--- src/rtl/demux_nway_buffered.sv ---
// rtl/demux_nway_buffered.sv - valid/ready 1:N word demux with broadcast and a one-entry slot per channel
module demux_nway_buffered #(
  parameter int WIDTH   = 16,
  parameter int NUM_OUT = 8,
  parameter int SEL_W   = $clog2(NUM_OUT)
) (
  input  logic                     clk,
  input  logic                     reset,
  input  logic [WIDTH-1:0]         in_data,
  input  logic [SEL_W-1:0]         in_sel,
  input  logic                     in_bcast,
  input  logic                     in_valid,
  output logic                     in_ready,
  output logic [NUM_OUT*WIDTH-1:0] out_data,
  output logic [NUM_OUT-1:0]       out_valid,
  input  logic [NUM_OUT-1:0]       out_ready,
  output logic                     drop
);

  logic [NUM_OUT-1:0]            full_q, full_d;
  logic [NUM_OUT-1:0][WIDTH-1:0] dreg_q, dreg_d;
  logic                          drop_q, drop_d;
  logic [NUM_OUT-1:0]            can_accept, sel_oh, load;
  logic                          sel_in_range, in_fire;

  // A power-of-two channel count leaves no unused select codes, so nothing can be dropped.
  generate
    if (NUM_OUT == (1 << SEL_W)) begin : g_pow2
      assign sel_in_range = 1'b1;
    end else begin : g_npow2
      localparam logic [SEL_W:0] SEL_LIMIT = (SEL_W+1)'(NUM_OUT);
      assign sel_in_range = ({1'b0, in_sel} < SEL_LIMIT);
    end
  endgenerate

  always_comb begin
    can_accept = ~full_q | out_ready;
    for (int k = 0; k < NUM_OUT; k++) begin
      sel_oh[k] = (in_sel == SEL_W'(k));
    end

    if (reset) begin
      in_ready = 1'b0;
    end else if (in_bcast) begin
      in_ready = &can_accept;
    end else if (sel_in_range) begin
      in_ready = |(sel_oh & can_accept);
    end else begin
      in_ready = 1'b1;
    end

    in_fire = in_valid & in_ready;
    load    = in_fire ? (in_bcast ? {NUM_OUT{1'b1}} : sel_oh) : {NUM_OUT{1'b0}};
    drop_d  = in_fire & ~in_bcast & ~sel_in_range;
    full_d  = (full_q & ~out_ready) | load;

    dreg_d = dreg_q;
    for (int k = 0; k < NUM_OUT; k++) begin
      if (load[k]) dreg_d[k] = in_data;
    end
  end

  always_ff @(posedge clk) begin
    if (reset) begin
      full_q <= '0;
      dreg_q <= '0;
      drop_q <= 1'b0;
    end else begin
      full_q <= full_d;
      dreg_q <= dreg_d;
      drop_q <= drop_d;
    end
  end

  assign out_valid = full_q;
  assign out_data  = dreg_q;
  assign drop      = drop_q;

  a_producer_hold: assert property (@(posedge clk) disable iff (reset)
    (in_valid && !in_ready) |=>
      (!in_valid || ($stable(in_data) && $stable(in_sel) && $stable(in_bcast))));

endmodule

--- config.mk ---
export PLATFORM = sky130hd
export DESIGN_NAME = demux_nway_buffered
export DESIGN_NICKNAME = d
export VERILOG_FILES = /design/src/rtl/demux_nway_buffered.sv
export SDC_FILE = /design/constraint.sdc
export NUM_CORES = 1
export LEC_CHECK = 0
export ABC_AREA = 0
export CAP_MARGIN = 20
export CORE_MARGIN = 1.5
export CORE_UTILIZATION = 50
export CTS_CLUSTER_DIAMETER = 30
export DETAILED_ROUTE_END_ITERATION = 16
export MAX_ROUTING_LAYER = met4
export PLACE_DENSITY = 0.86
export SLEW_MARGIN = 25
export SYNTH_ARGS = -nofsm -noshare
export SYNTH_HDL_FRONTEND = slang
export SYNTH_SLANG_ARGS = --single-unit
export TNS_END_PERCENT = 5
--- constraint.sdc ---
create_clock -name clk -period 3.97 [get_ports clk]
set_clock_uncertainty 0.2 [all_clocks]
set_input_delay 0.397 -clock clk [delete_from_list [all_inputs] [get_ports clk]]
set_output_delay 0.397 -clock clk [all_outputs]
set_load 0.01 [all_outputs]
==> metrics.txt <==
Post-DRT Antenna Nets 0; min Tclk post-route 3230 ps; outcome complete, no violations; CP endpoint kind output pin; final setup fails 0; Vias 5,066; Hold EP out_data[65]$_SDFFE_PP0P_; max_slew headroom 31.1%; depth of the CTS H-tree 4; Clk Latency, worst-skew pair 520 ps; Post-synth top cells 147 x nand2_1, 136 x dfxtp_1, 128 x o32ai_1; clock-pin slew on the worst setup and hold paths 60 ps; flops & latches, synth 136; R2R cell count 6; Worst setup SP type input pin; CP delay by family, top buffers and inverters; M2 GR Usage 48.9%; DP HPWL approximately 11 mm; R2R setup slack 1110 ps; Syn Area/Cell about 10 sq um; initial antenna violation count 0; CTS tree yes; reg2reg end out_data[58]$_SDFFE_PP0P_; Primary FF master, synth dfxtp_1; global-route wire length before repair 26.1 mm; met3 usage 7.42%; Ports 169; syn_nets 558; Avg WL per Cell between 20 and 25 um; TritonCTS Buffers 17; drt first pass iters 5; arrival time worst endpoint ~2600 ps; max_cap viols 0; hold path depth 2; Synth Warn # 0; synthesis-to-finish area growth 39.9%; dominant cell type by area after synthesis dfxtp_1; number of global-route vias before repair 4,925; GRT busiest layer met2; row cnt 37; Worst Hold Launch out_data[65]$_SDFFE_PP0P_; total core area 0.0102 sq mm; VDD IR max approximately 0.26 mV; Leak 2.40 nW; I/O Buffers between 150 and 200; Seq/Total Area, Yosys 51.9%; largest net degree at the start of global routing 108; All-Layer GR Usage 30.9%; synthesized area approximately 0.0052 sq mm; Worst Tran Pin Value 1030 ps; gr ovfl total 0; PD cells 495 mW/mm^2; maximum fanout along the worst path 9; Fin. Hold Viols 0; count leader, synth nand2_1; Post-synth EDFFs 0; pre-CTS setup slack 643 ps; Initial Util 51.3%; Synth top area share 51.9%; setup_tns 0 ps; setup slack after layout between 700 and 800 ps; postcts setup bufs 0; Root Buffer clkbuf_8; Achievable Freq 0.309 GHz; antenna diode count 0; worst setup path class in2out; Die Wd around 110 um; Critical Path RT 3370 ps; CP max stage delay 590 ps; Clock Path Buffers 2; Die Y 105 um; hold_buf cts 0; WP buf/inv 2; fin. max-slew vios 0; Via density 6.22; Hold WC Path Type reg2reg; post_cts resized 0; final wirelength 16.8 mm; top cells by area, synth dfxtp_1 52%, o32ai_1 21%, nand2_1 11%; met1 usage 38.2%; critical path's slowest cell clkdlybuf4s50_1; most frequent CP cell clkdlybuf4s50_1; GPL Wtd Cong between 0.8 and 0.9; post-synthesis cell count 527; initial DRC count 419; Post-route DRC 0; clock sink count roughly 140; Synth cell types 31; Reg-to-Reg Start out_valid[0]$_SDFF_PP0_; final worst path period share ~80%; Synth async-reset ratio 0%; final layout net count 697; worst path cell trace clkdlybuf4s50_1 -> nand2b_1 -> o311ai_1 -> nor3_4 -> a211oi_1 -> clkdlybuf4s50_1; RSZ-0062 raised after global routing no; share of cells above drive strength 1 7.82%; fill count 729; die footprint 0.0111 sq mm
==> worst min-delay path, delay by kind of cell (launching register included) <==
family | cells | cell delay (ps)
AOI/OAI and AO/OA | 1 | 50
DFF | 1 | 310
and+or+nand+nor | 1 | 50
==> registers in the layout, summed over array words and instances, names as in the netlist <==
name       count
out_data     128
out_valid      8
==> layout by cell type (no fill, tap or decap), drive strengths merged, types with 2 or more instances in the layout <==
cell	count
nand3b	2
clkdlybuf4s50	167
nand2	147
clkbuf	19
bufinv	2
nor3	11
buf	4
nand2b	8
o21bai	3
o32ai	128
clkinv	3
inv	2
dfxtp	136
nor2	15
clkinvlp	7
a21o	5
or3	2
nor2b	6
==> metal layers <==
layer	vias up	wire length, um	share of wire [%]
met5	-	0	0
met4	0	403	2.4
met3	37	1780	11
met2	342	8010	48
met1	2421	6590	39
li1	2266	-	-
==> power breakdown <==
group          internal, W  switching [W]
Combinational     0.000265       0.000342
Sequential         0.00146      0.0000617
Clock             0.000918       0.000584
Total              0.00265       0.000987
==> layout make-up <==
cell class	instances	area (sq um)	share of cell area (%)
flip-flops and latches	136	2720	37.1
well taps	136	170	2.32
clock buffers	19	442	6.02
inverters	2	10.0	0.136
clock inverters	12	128	1.74
multi-input cells	338	2160	29.4
repair buffers	171	1710	23.3
==> how the worst max path moves through the flow <==
stage	end	cells past startpoint	slack (ps)	start
global route	in_ready	6	640	in_sel[0]
CTS	in_ready	6	750	in_sel[0]
finish	in_ready	6	740	in_sel[0]
global placement	in_ready	6	800	in_sel[0]
detailed placement	out_data[58]$_SDFFE_PP0P_	7	640	in_sel[0]
floorplan	in_ready	7	1520	in_sel[0]
==> stage by stage <==
step,instance area (sq um),util [%],total power [W],instances,hold WS (ps)
floorplan,5250,-,0.00187,527,285
global placement,6770,66.2,0.00213,783,248
detailed placement,6770,66.2,0.00214,783,257
CTS,7340,71.7,0.00363,814,266
global route,7340,71.8,0.00374,814,284
finish,7340,71.8,0.00363,814,265
==> cell families (layout without fill, tap and decap cells) <==
logic type,count (synthesis),count (layout),share of synthesized area [%]
AO/OA/AOI/OAI,141,141,23.3
buffers and inverters,53,204,7.18
flip-flops,136,136,51.9
other,1,1,0.0715
AND/OR/NAND/NOR,196,196,17.6
No activity file was read; power rests on OpenSTA's default activity.
